==> config.mk <==
export PLATFORM = sky130hd
export DESIGN_NAME = tron_round_ctrl
export DESIGN_NICKNAME = d
export VERILOG_FILES = /design/src/rtl/tron_round_ctrl.sv
export SDC_FILE = /design/constraint.sdc
export NUM_CORES = 1
export LEC_CHECK = 0
export ABC_AREA = 1
export ABC_CLOCK_PERIOD_IN_PS = 2400
export CAP_MARGIN = 10
export CELL_PAD_IN_SITES_DETAIL_PLACEMENT = 0
export CELL_PAD_IN_SITES_GLOBAL_PLACEMENT = 1
export CORE_UTILIZATION = 40
export CTS_CLUSTER_DIAMETER = 200
export DETAILED_ROUTE_END_ITERATION = 6
export PLACE_DENSITY = 0.83
export SLEW_MARGIN = 15
export SYNTH_ARGS = -nofsm -noshare
export SYNTH_HDL_FRONTEND = slang
export SYNTH_SLANG_ARGS = --single-unit
==> constraint.sdc <==
create_clock -name clk -period 2.4 [get_ports clk]
set_input_delay 0.48 -clock clk [delete_from_list [all_inputs] [get_ports clk]]
set_output_delay 0.48 -clock clk [all_outputs]
set_load 0.02 [all_outputs]
==> src/rtl/tron_round_ctrl.sv <==
// tron_round_ctrl
// Round sequencer and board-memory arbiter for the two-player Tron game.
// Steps both light-cycles once per move tick, checks each next cell against
// the shared single-port board RAM, writes trails, clears the board between
// rounds, keeps the scores and lends the board port to the VGA renderer
// whenever the game engine does not need it.
//
// Ports:
//   clk, reset          system clock, asynchronous active-high reset
//   start               level match enable
//   tick                one-cycle move pulse
//   p1_dir, p2_dir      requested direction (00 up, 01 right, 10 down, 11 left)
//   brd_addr/we/wdata   board port, address {y[4:0], x[4:0]}
//   brd_rdata           synchronous read data (valid the cycle after address)
//   disp_req/addr/gnt   renderer port request, address, grant
//   p1_x..p2_y          head positions
//   p1_score, p2_score  match scores
//   state               00 IDLE, 01 RUN, 10 ROUND_END, 11 DONE
//   round_winner        00 none, 01 P1, 10 P2, 11 draw
//
// Build option: TRON_REVERSE_GUARD_EN -- when defined, a requested direction
// exactly opposite the current one is ignored at LATCH.
module tron_round_ctrl #(
    parameter int unsigned GRID      = 25,
    parameter int unsigned WIN_SCORE = 10,
    parameter int unsigned P1_X0     = 2,
    parameter int unsigned P1_Y0     = 12,
    parameter int unsigned P2_X0     = 22,
    parameter int unsigned P2_Y0     = 12
) (
    input  logic       clk,
    input  logic       reset,
    input  logic       start,
    input  logic       tick,
    input  logic [1:0] p1_dir,
    input  logic [1:0] p2_dir,
    output logic [9:0] brd_addr,
    output logic       brd_we,
    output logic [1:0] brd_wdata,
    input  logic [1:0] brd_rdata,
    input  logic       disp_req,
    input  logic [9:0] disp_addr,
    output logic       disp_gnt,
    output logic [4:0] p1_x,
    output logic [4:0] p1_y,
    output logic [4:0] p2_x,
    output logic [4:0] p2_y,
    output logic [3:0] p1_score,
    output logic [3:0] p2_score,
    output logic [1:0] state,
    output logic [1:0] round_winner
);

    localparam logic [5:0] GRID6 = 6'(GRID);
    localparam logic [3:0] WIN4  = 4'(WIN_SCORE);
    localparam logic [4:0] P1X   = 5'(P1_X0);
    localparam logic [4:0] P1Y   = 5'(P1_Y0);
    localparam logic [4:0] P2X   = 5'(P2_X0);
    localparam logic [4:0] P2Y   = 5'(P2_Y0);

    typedef enum logic [3:0] {
        S_IDLE, S_CLEAR, S_SEED, S_WAIT, S_LATCH, S_RD1, S_RD2, S_CHK,
        S_WR1, S_WR2, S_ROUND_END, S_DONE
    } fsm_t;

    fsm_t       fsm, nxt;
    logic [9:0] clr_cnt;
    logic       seed_ph;
    logic [5:0] n1x, n1y, n2x, n2y;
    logic       c1_hit;
    logic [1:0] p1_eff, p2_eff;
    logic       same, crash1, crash2;
    logic [11:0] step1, step2;

    // Next cell in 6-bit arithmetic: stepping below 0 wraps to 63, which the
    // ">= GRID" test then flags as out of bounds.
    function automatic logic [11:0] step(input logic [4:0] x, input logic [4:0] y,
                                         input logic [1:0] d);
        logic [5:0] xx;
        logic [5:0] yy;
        xx = {1'b0, x};
        yy = {1'b0, y};
        case (d)
            2'b00:   yy = yy - 6'd1;
            2'b01:   xx = xx + 6'd1;
            2'b10:   yy = yy + 6'd1;
            default: xx = xx - 6'd1;
        endcase
        return {yy, xx};
    endfunction

`ifdef TRON_REVERSE_GUARD_EN
    logic [1:0] p1_d, p2_d;

    // Opposite direction differs only in bit 1.
    always_comb begin
        p1_eff = (p1_dir == (p1_d ^ 2'b10)) ? p1_d : p1_dir;
        p2_eff = (p2_dir == (p2_d ^ 2'b10)) ? p2_d : p2_dir;
    end

    always_ff @(posedge clk or posedge reset) begin
        if (reset) begin
            p1_d <= 2'b01;
            p2_d <= 2'b11;
        end else if (fsm == S_SEED) begin
            p1_d <= 2'b01;
            p2_d <= 2'b11;
        end else if (fsm == S_LATCH) begin
            p1_d <= p1_eff;
            p2_d <= p2_eff;
        end
    end
`else
    always_comb begin
        p1_eff = p1_dir;
        p2_eff = p2_dir;
    end
`endif

    always_comb begin
        step1 = step(p1_x, p1_y, p1_eff);
        step2 = step(p2_x, p2_y, p2_eff);
    end

    // Valid in CHK: P1's cell was captured in RD2, P2's cell is on brd_rdata now.
    always_comb begin
        same   = (n1x == n2x) && (n1y == n2y);
        crash1 = (n1x >= GRID6) || (n1y >= GRID6) || c1_hit || same;
        crash2 = (n2x >= GRID6) || (n2y >= GRID6) || (brd_rdata != 2'b00) || same;
    end

    always_ff @(posedge clk or posedge reset) begin
        if (reset) begin
            fsm          <= S_IDLE;
            clr_cnt      <= '0;
            seed_ph      <= 1'b0;
            n1x          <= '0;
            n1y          <= '0;
            n2x          <= '0;
            n2y          <= '0;
            c1_hit       <= 1'b0;
            p1_x         <= P1X;
            p1_y         <= P1Y;
            p2_x         <= P2X;
            p2_y         <= P2Y;
            p1_score     <= '0;
            p2_score     <= '0;
            round_winner <= 2'b00;
        end else begin
            fsm     <= nxt;
            clr_cnt <= (fsm == S_CLEAR) ? clr_cnt + 10'd1 : '0;
            seed_ph <= (fsm == S_SEED) ? ~seed_ph : 1'b0;
            case (fsm)
                S_IDLE: begin
                    if (start) begin
                        p1_score <= '0;
                        p2_score <= '0;
                    end
                end
                S_SEED: begin
                    p1_x         <= P1X;
                    p1_y         <= P1Y;
                    p2_x         <= P2X;
                    p2_y         <= P2Y;
                    round_winner <= 2'b00;
                end
                S_LATCH: begin
                    {n1y, n1x} <= step1;
                    {n2y, n2x} <= step2;
                end
                S_RD2: c1_hit <= (brd_rdata != 2'b00);
                S_CHK: begin
                    if (crash1 && crash2) begin
                        round_winner <= 2'b11;
                    end else if (crash1) begin
                        round_winner <= 2'b10;
                        if (p2_score < WIN4) p2_score <= p2_score + 4'd1;
                    end else if (crash2) begin
                        round_winner <= 2'b01;
                        if (p1_score < WIN4) p1_score <= p1_score + 4'd1;
                    end
                end
                S_WR2: begin
                    p1_x <= n1x[4:0];
                    p1_y <= n1y[4:0];
                    p2_x <= n2x[4:0];
                    p2_y <= n2y[4:0];
                end
                default: ;
            endcase
        end
    end

    always_comb begin
        nxt = fsm;
        case (fsm)
            S_IDLE:      if (start) nxt = S_CLEAR;
            S_CLEAR:     if (clr_cnt == 10'd1023) nxt = S_SEED;
            S_SEED:      if (seed_ph) nxt = S_WAIT;
            S_WAIT:      if (tick) nxt = S_LATCH;
            S_LATCH:     nxt = S_RD1;
            S_RD1:       nxt = S_RD2;
            S_RD2:       nxt = S_CHK;
            S_CHK:       nxt = (crash1 || crash2) ? S_ROUND_END : S_WR1;
            S_WR1:       nxt = S_WR2;
            S_WR2:       nxt = S_WAIT;
            S_ROUND_END: begin
                if (p1_score == WIN4 || p2_score == WIN4) nxt = S_DONE;
                else if (tick)                            nxt = S_CLEAR;
            end
            S_DONE:      if (!start) nxt = S_IDLE;
            default:     nxt = S_IDLE;
        endcase
        // Dropping start abandons the match from any running state.
        if (!start && fsm != S_IDLE && fsm != S_DONE) nxt = S_IDLE;
    end

    always_comb begin
        brd_addr  = '0;
        brd_we    = 1'b0;
        brd_wdata = 2'b00;
        disp_gnt  = 1'b0;
        state     = 2'b01;
        case (fsm)
            S_CLEAR: begin
                brd_addr = clr_cnt;
                brd_we   = 1'b1;
            end
            S_SEED: begin
                brd_we    = 1'b1;
                brd_addr  = seed_ph ? {P2Y, P2X} : {P1Y, P1X};
                brd_wdata = seed_ph ? 2'b10 : 2'b01;
            end
            S_RD1: brd_addr = {n1y[4:0], n1x[4:0]};
            S_RD2: brd_addr = {n2y[4:0], n2x[4:0]};
            S_WR1: begin
                brd_addr  = {n1y[4:0], n1x[4:0]};
                brd_we    = 1'b1;
                brd_wdata = 2'b01;
            end
            S_WR2: begin
                brd_addr  = {n2y[4:0], n2x[4:0]};
                brd_we    = 1'b1;
                brd_wdata = 2'b10;
            end
            S_IDLE, S_WAIT, S_ROUND_END, S_DONE: begin
                disp_gnt = disp_req;
                if (disp_req) brd_addr = disp_addr;
            end
            default: ;
        endcase
        case (fsm)
            S_IDLE:      state = 2'b00;
            S_ROUND_END: state = 2'b10;
            S_DONE:      state = 2'b11;
            default:     state = 2'b01;
        endcase
    end

endmodule

### Word-level counts from Yosys, hierarchy flattened

Index checks and enable logic that the tools add are counted.

| word-level totals | value |
|---|---|
| bits of input ports | 21 |
| output and inout port bits | 46 |
| logic and storage cells | 141 |
| register bits | 70 |

| operators by class | value |
|---|---|
| reductions and logical operators | 31 |
| $lt $le $gt $ge | 6 |
| add/subtract/negate cells | 11 |
| equality and inequality tests | 35 |
| bitwise operators | 1 |
| multiplexer cells | 42 |

Operator list:

| cell | count |
|---|---|
| $mux 4 | 16 |
| $pmux 10 s5 | 1 |
| $pmux 4 s12 | 1 |
| $pmux 6 s2 | 4 |
| $pmux 5 s2 | 4 |
| $add 5x1->6 const B | 4 |
| $eq 4x4->1 const B | 6 |
| $ge 6x5->1 const B | 4 |
| $sub 5x1->6 const B | 4 |
| $mux 10 | 2 |
| $eq 4x3->1 const B | 4 |
| $pmux 4 s2 | 2 |
| $ne 2x2->1 const B | 7 |
| $eq 6x6->1 | 2 |
| $ne 4x4->1 const B | 3 |
| $pmux 2 s3 | 2 |
| $reduce_and 6->1 | 2 |
| $add 10x1->10 const B | 1 |
| $eq 10x10->1 const B | 1 |
| $mux 2 | 5 |
| $ne 3x3->1 const B | 3 |
| $add 4x1->4 const B | 2 |
| $eq 4x2->1 const B | 2 |
| $logic_or 1x1->1 | 8 |
| other kinds (20) | 36 |

### Depth between registers and ports, before layout

Gate-level depths: netlist of the first run.

| depth | value |
|---|---|
| depth after elaboration | 8 |
| depth in mapped cells | 12 |
| gate-level depth less buffers | 12 |

### Worst setup path before layout of the first run

OpenSTA, ideal clock, no wires.

| timing path | value |
|---|---|
| kind | reg-to-output |
| start | reg fsm[3] |
| end | out brd_addr[4] |
| setup slack | 0.247 ns |
| data arrival time | 1.673 ns |
| data required time | 1.920 ns |
| cell stages (with the launch flop) | 10 |
| buffers on the path | 1 |
| path through | dfrtp_1 inv_1 nor2_2 inv_1 nor2_1 o21ai_0 inv_1 buf_2 nand2_1 nand3_1 |

| on the way | value |
|---|---|
| word-level cells in the longest chain between the ends | 3 |
| elaborated cells between the ends (all ways) | 14 |
| those cells by class | eq/ne: 9; mux: 1; reduce/logical: 4 |

RTL lines:

| what | line | RTL |
|---|---|---|
| start: declaration | 66 | `fsm_t fsm, nxt;` |
| start signal: assignment | 150 | `fsm <= nxt;` |
| $eq 4x4->1, or another cell as far along | 224 | `case (fsm)` |
| $reduce_or 4->1 / $reduce_or 2->1 (equally long branches) | -- |  |
| $pmux 10 s5 (*) | 224 |  |
| end: declaration | 37 | `output logic [9:0] brd_addr,` |

Every way passes the cells marked *; elsewhere a longest branch is shown, timed or not.

### Worst setup path after layout of the first run

| timing path | value |
|---|---|
| start | reg fsm[3] |
| end | out brd_wdata[1] |

| on the way | value |
|---|---|
| word-level cells in the longest chain between the ends | 2 |
| elaborated cells between the ends (all ways) | 4 |
| those cells by class | eq/ne: 3; mux: 1 |

RTL lines:

| what | line | RTL |
|---|---|---|
| $eq 4x4->1 / $eq 4x2->1 (equally long branches) | 224 |  |
| $pmux 2 s3 (*) | 224 |  |
| end: declaration | 39 | `output logic [1:0] brd_wdata,` |

Marked as above.

==> metrics.md, run 1 <==
| Metric | Value |
|---|---|
| Initial antenna violation count | 0 |
| # Max-Cap Violations | 0 |
| Pwr per Cell Area | about 1300 nW/um^2 |
| Fmax | ~430 MHz |
| Top FF cell, synth | dfrtp_1 |
| Post-layout nets | 743 |
| Post-Place Cells | around 820 |
| Largest net degree at the start of global routing | 71 |
| Most frequent cells in the layout | 164 x nand2_1, 72 x inv_1, 58 x dfrtp_1 |
| Total gr overflow | 0 |
| Layout fillers | 1083 |
| Worst R2R Setup Slack | 0.53 ns |
| Worst-path clk slew | 0.08 ns |
| Area delta synth->final | 31.71% |
| Slew Limit Fails | 0 |
| Most common cell after layout, fill and taps aside | nand2_1 |
| H-Tree Depth | 3 |
| DIE AREA | ~12000 sq um |
| Die Y | between 100 and 150 microns |
| Width of the chip | between 100 and 150 microns |
| Fin area | about 5900 sq um |
| Crit end category | output pin |
| Synth area leader | dfrtp_1 |
| Top cell type's share of synthesized area | 0.3483 |
| Number of global-route vias before repair | 4278 |
| TritonCTS sink count | 70 |
| Pre-Repair DR Iteration Count | 7 |
| Diode count | 0 |
| # IOs | 67 |
| First-pass GRT wire length | 21190 microns |
| Root buf cell | clkbuf_8 |
| CTS max path bufs | 2 |
| Mapped Cells | 583 |
| Async S/R FF share, synth | 1.000 |
| Routed vias | about 4400 |
| RSZ-0062 raised after global routing | true |
| Final-report hold violation count | 0 |
| IO Port Bufs | between 60 and 70 |
| Post-route setup TNS | 0 ns |
| Slew @ Worst Pin | around 0.42 ns |
| Hold depth | 1 |
| Status | finished with violations |
| Cell mode on critical path | nand2_1 |
| CP Class | flop to output pin |
| Drt wl/cell | approximately 15 microns |
| Core box area | roughly 11000 sq um |
| Critical path arrival | 1.85 ns |
| Final setup vio count | 0 |
| Yosys warns | 0 |
| TritonCTS clock tree | built |
| Dpl ws | -0.1692 ns |
| Slowest stage delay, CP | approximately 0.45 ns |
| Routed Wire Length | between 10000 and 15000 microns |
| Slowest cell on crit path | dfrtp_2 |
| Non-filler cells in the finished layout | 841 |
| CP top delay family | buffers and inverters |
| CTS Buf Count | 9 |
| Syn Area/Cell | about 7.6 sq um |
| Crit-path cells | nor2_4 -> buf_4 -> nand2_1 -> inv_1 -> nand2_1 -> nand2_1 -> dlygate4sd2_1 |
| Worst reg2reg path depth | 11 |
| Setup ws final | roughly 0.073 ns |
| Clk_lat worst skew | between 0.3 and 0.4 ns |
| Gr usage total | 0.2382 |
| Critical Path RT | 1.92 ns |
| CP Buf/Inv Count | 3 |
| Post-synth EDFFs | 0 |
| Worst Hold Class | flop to flop |
| Share of layout cells above drive strength 1 | 0.1769 |
| Rel. slew slack | 0.7201 |
| Synth top area cells | dfrtp_1 35%, nand2_1 14%, inv_1 6.6% |
| Number of DRC markers in iteration 0 | between 200 and 250 |
| Gpl congestion | around 0.83 |
| Final clock skew | 0.008951 ns |
| Kind of start point of the critical path | flop |
| Tcrit/Tclk final | 0.9694 |
| Failing checks | design-rule violations |
| Tmin final | 2.327 ns |
| Antenna-violating nets left | 0 |
| Mapped Area | around 4500 sq um |
| Remaining DRCs | 2 |
| Net Count, Synth | approximately 630 |
| Min Hold Slack | 0.4850 ns |
| Vias per std cell | between 5 and 6 |
| Initial cell density of the core | 0.4109 |
| Worst vdd ir | ~0.00064 V |
| CP Depth | 7 |
| Synth cell types | 41 |
| Sequential cell area fraction in the yosys report | 0.3955 |
| Leakage | ~2.9 nW |
| FP Rows | 38 |
| Flops & latches, synth | 70 |
| Critical Path Fanout Max | 4 |
| Hpwl dp | just under 10000 microns |
| Placed cell areas | 5618 sq um |
[sequential cells by signal (all words and copies together), names as in the netlist]
name and count:
c1_hit 1, clr_cnt 10, fsm 4, n1x 6, n1y 6, n2x 6, n2y 6, p1_score 4
p1_x 5, p1_y 5, p2_score 4, p2_x 5, p2_y 5, round_winner 2, seed_ph 1
[layer usage]
layer / wire length (microns) / GRT usage / share of wire
met1: 6091 / 0.3382 / 0.48
met2: 5836 / 0.3787 / 0.46
met3: 622 / 0.02966 / 0.049
met4: 127 / 0.07045 / 0.010
met5: 0 / 0 / 0
[final cells by class]
class | count | area, sq um | share of cell area
clock inverters | 6 | 86.33 | 0.01472
multi-input cells | 421 | 2404 | 0.4097
well taps | 140 | 175.2 | 0.02986
clock buffers | 9 | 123.9 | 0.02111
repair buffers | 111 | 989.7 | 0.1687
inverters | 83 | 314.1 | 0.05353
repair inverters | 1 | 7.507 | 0.001280
flip-flops and latches | 70 | 1767 | 0.3011
[stage by stage]
step | total power (W) | utilization
2_1_floorplan | 0.004620 | -
3_3_place_gp | 0.006409 | 0.5182
3_5_place_dp | 0.006499 | 0.5182
4_1_cts | 0.007515 | 0.5384
5_1_grt | 0.008125 | 0.5412
6_report | 0.007551 | 0.5412
[worst paths after layout]
path / to / start
setup / recovery: brd_wdata[1] / fsm[3]$_DFFE_PP0P_
hold / removal: seed_ph$_DFF_PP0_ / seed_ph$_DFF_PP0_
setup reg to reg: p2_score[2]$_DFFE_PP0P_ / n2x[3]$_DFFE_PP0P_
hold reg to reg: seed_ph$_DFF_PP0_ / seed_ph$_DFF_PP0_
max in group asynchronous: p1_y[2]$_DFFE_PP1P_ / reset
min in group asynchronous: clr_cnt[2]$_DFF_PP0_ / reset
[report_power, final]
group	internal [W]	leakage (nW)	switching, W
clock network	0.000579	0.105	0.000467
logic	0.00181	1.87	0.00248
registers	0.00165	0.881	0.000571
[synthesized netlist by cell type, drive strengths merged (2+ instances only)]
master / instances
xor2: 8
nor3: 7
a22oi: 4
o21ai: 35
buf: 5
a21oi: 32
o221ai: 19
dfrtp: 62
xnor2: 6
nand2: 170
dfstp: 8
ha: 21
inv: 82
nand3: 34
fa: 4
nor2: 55
o22a: 3
o2111ai: 4
o21a: 2
o22ai: 9
clkbuf: 4
[timing repair]
action | 4_1_cts | 5_1_grt
pin swaps | 1 | 5
gates cloned | 1 | 0
buffers inserted | 1 | 0
hold buffers | 0 | 0
endpoints found under the setup margin | 15 | 15
gates resized for setup | 56 | 26
[cell families after synthesis]
family,share of synthesized area
and+or+nand+nor,0.2618
AOI/OAI and AO/OA,0.1565
buffers and inverters,0.07921
DFF,0.3955
adders and majority gates,0.07697
xor gates and xnor gates,0.02753
muxes,0.002528
(Power assumes the default switching activity.)
==> run 2: changes to the inputs <==
--- a/config.mk
+++ b/config.mk
@@ -14,6 +14,7 @@
 export CTS_CLUSTER_DIAMETER = 200
 export DETAILED_ROUTE_END_ITERATION = 6
 export PLACE_DENSITY = 0.83
+export SKIP_CTS_REPAIR_TIMING = 1
 export SLEW_MARGIN = 15
 export SYNTH_ARGS = -nofsm -noshare
 export SYNTH_HDL_FRONTEND = slang
==> run 2 against run 1 <==
Compared with the run above: the flow still finishes with violations (design-rule violations); non-clock buffer count did not move; design area barely moved; cell count did not move; setup slack got worse by 0.027 ns; register-to-register slack got worse by 0.03 ns; worst hold slack got worse by 0.0011 ns; clock power barely moved; fmax fell by 1.1%; sequential power barely moved; combinational power barely moved; critical path depth rose by 3; critical path type unchanged; critical endpoint is now brd_addr[7]; largest cell class unchanged.
==> metrics.md, run 2 (synthesis gave the netlist of run 1 again) <==
| Metric | Value |
|---|---|
| RSZ-0062 raised after global routing | true |
| Post-route setup TNS | 0 ns (unchanged) |
| Total gr overflow | 0 (unchanged) |
| CTS max path bufs | 2 (unchanged) |
| Failing checks | design-rule violations |
| TritonCTS clock tree | built |
| TritonCTS sink count | 70 (unchanged) |
| Antenna-violating nets left | 0 (unchanged) |
| Met3 WL post-DR | 649 microns (+4.3%) |
| Top reg by flops | clr_cnt |
| CTS Buf Count | 9 (unchanged) |
| Clk_lat worst skew | 0.35 ns (about the same) |
| Cell mode on critical path | nor2_4 |
| Die Y | 107.5 microns (unchanged) |
| Rel. slew slack | 0.7186 (-0.001512) |
| Hold worst-path end | seed_ph$_DFF_PP0_ |
| Status | finished with violations |
| Pwr per Cell Area | 1285 nW/um^2 (-0.15%) |
| Core box area | 10840 sq um (unchanged) |
| Layout fillers | 1076 (-0.65%) |
| Drt wl/cell | 15.18 microns (+0.69%) |
| Remaining DRCs | 2 (unchanged) |
| Final setup vio count | 0 (unchanged) |
| Tmin final | 2.353 ns (+0.02670 ns) |
| Worst R2R Setup Slack | 0.50 ns (-0.03 ns) |
| Crit end category | output pin |
| First-pass GRT wire length | 21120 microns (-0.33%) |
| Hold depth | 1 (unchanged) |
| Worst reg2reg path depth | 12 (+1) |
| Final Util | 0.5411 (about the same) |
| Most frequent cells in the layout | 165 x nand2_1, 73 x inv_1, 58 x dfrtp_1 |
| Largest register FFs | 10 (unchanged) |
| Largest net degree at the start of global routing | 71 (unchanged) |
| Initial antenna violation count | 0 (unchanged) |
| Critical path arrival | 1.87 ns (+0.02 ns) |
| Routed Wire Length | 12770 microns (+0.69%) |
| Worst vdd ir | 0.0007225 V (+13%) |
| Slowest stage delay, CP | 0.45 ns (about the same) |
| Initial cell density of the core | 0.4109 (unchanged) |
| Worst-path clk slew | 0.08 ns (about the same) |
| Vias per std cell | 5.158 (-0.32%) |
| Gr usage total | 0.2373 (-0.0009137) |
| Met2 WL | 5882 microns (+0.79%) |
| IO Port Bufs | 66 (unchanged) |
| FP Rows | 38 (unchanged) |
| Root buf cell | clkbuf_8 |
| Share of layout cells above drive strength 1 | 0.1712 (-0.005706) |
| Pre-Repair DR Iteration Count | 6 (-1) |
| Leakage | 2.878 nW (+0.80%) |
| Gpl congestion | 0.8269 (unchanged) |
| Fmax | 424.9 MHz (-1.1%) |
| Crit-path cells | inv_2 -> nor2_4 -> inv_1 -> nor2_4 -> o21ai_4 -> buf_4 -> clkinvlp_4 -> nand2_1 -> o2111ai_1 -> buf_2 |
| Post-layout nets | 743 (unchanged) |
| H-Tree Depth | 3 (unchanged) |
| DIE AREA | 11560 sq um (unchanged) |
| Top sig layer | met4 |
| Slew Limit Fails | 0 (unchanged) |
| Most common cell after layout, fill and taps aside | nand2_1 |
| RR Endpoint | fsm[1]$_DFFE_PP0P_ |
| Critical Path RT | 1.92 ns (about the same) |
| Kind of start point of the critical path | flop |
| Slowest cell on crit path | dfrtp_2 |
| Slew @ Worst Pin | 0.4206 ns (+0.002261 ns) |
| Area delta synth->final | 31.69% (about the same) |
| Final-report hold violation count | 0 (unchanged) |
| Width of the chip | 107.5 microns (unchanged) |
| Worst Hold Class | flop to flop |
| Critical Path Fanout Max | 5 (+1) |
| Number of global-route vias before repair | 4272 (-0.14%) |
| Final clock skew | 0.007690 ns (-0.001261 ns) |
| Number of DRC markers in iteration 0 | 232 (-2.9%) |
| Hpwl dp | 9605 microns (unchanged) |
| Tcrit/Tclk final | 0.9806 (+0.01112) |
| RR Startpoint | fsm[3]$_DFFE_PP0P_ |
| # IOs | 67 (unchanged) |
| Wl on met1 | 6077 microns (-0.23%) |
| Routed vias | 4338 (-0.32%) |
| Diode count | 0 (unchanged) |
| # Max-Cap Violations | 0 (unchanged) |
| Hold Crit Start | seed_ph$_DFF_PP0_ |
| CP Class | flop to output pin |
-- run 2: cell types whose count changed in the layout (fill, tap and decap cells not counted), sizes merged --
cell           delta
buf               -5
dlymetal6s2s      +4
clkbuf            +3
dlygate4sd2       -2
clkdlybuf4s15     -1
clkdlybuf4s50     +1
clkinv            +1
inv               -1
-- run 2: critical path: cells and delay by family, from the launching register on --
kind,cells,cell delay (ns)
and+or+nand+nor,3,0.18
buffers and inverters,5,0.63
AOI/OAI and AO/OA,2,0.25
DFF,1,0.45
-- run 2: area by class of cell --
class	instances	area, sq um	share of cell area
multi-input combinational	421	2391	0.4076
sequential	70	1767	0.3012
timing repair buffer	111	1002	0.1709
inverter	83	312.8	0.05333
tap	140	175.2	0.02986
clock buffer	9	123.9	0.02112
clock inverter	6	86.33	0.01472
timing repair inverter	1	7.507	0.001280
-- run 2: per-layer routing --
metal,up-vias,GRT usage
li1,2144,-
met1,2086,0.3382
met2,99,0.3755
met3,9,0.02966
met4,0,0.07045
met5,-,0
-- run 2: stage by stage --
step           area (sq um)  hold slack [ns]  power (W)  setup slack (ns)  std cells
3_5_place_dp           5618           0.4623   0.006499           -0.1692        824
5_1_grt                5866           0.5086   0.008115          -0.04425        841
6_report               5866           0.4838   0.007538           0.04665        841
3_3_place_gp           5618           0.4547   0.006409           -0.1097        824
2_1_floorplan          4454           0.4331   0.004620            0.1650        583
4_1_cts                5828           0.4868   0.007574           -0.5497        839
-- run 2: report_power, final --
group,leakage [nW],total [W],switching (W),internal (W)
combinational,1.89,0.00428,0.00247,0.00181
clock,0.105,0.00104,0.000463,0.000579
sequential,0.881,0.00221,0.000564,0.00165
total,2.88,0.00754,0.00350,0.00404
-- run 2: worst max-delay path by stage --
stage	startpoint	end	depth (start not counted)
4_1_cts	fsm[2]$_DFFE_PP0P_	brd_addr[8]	8
3_5_place_dp	disp_req	brd_addr[8]	6
3_3_place_gp	disp_req	brd_addr[2]	6
2_1_floorplan	reset	c1_hit$_DFFE_PP0P_	1
5_1_grt	fsm[0]$_DFFE_PP0P_	brd_addr[7]	10
6_report	fsm[3]$_DFFE_PP0P_	brd_addr[7]	10
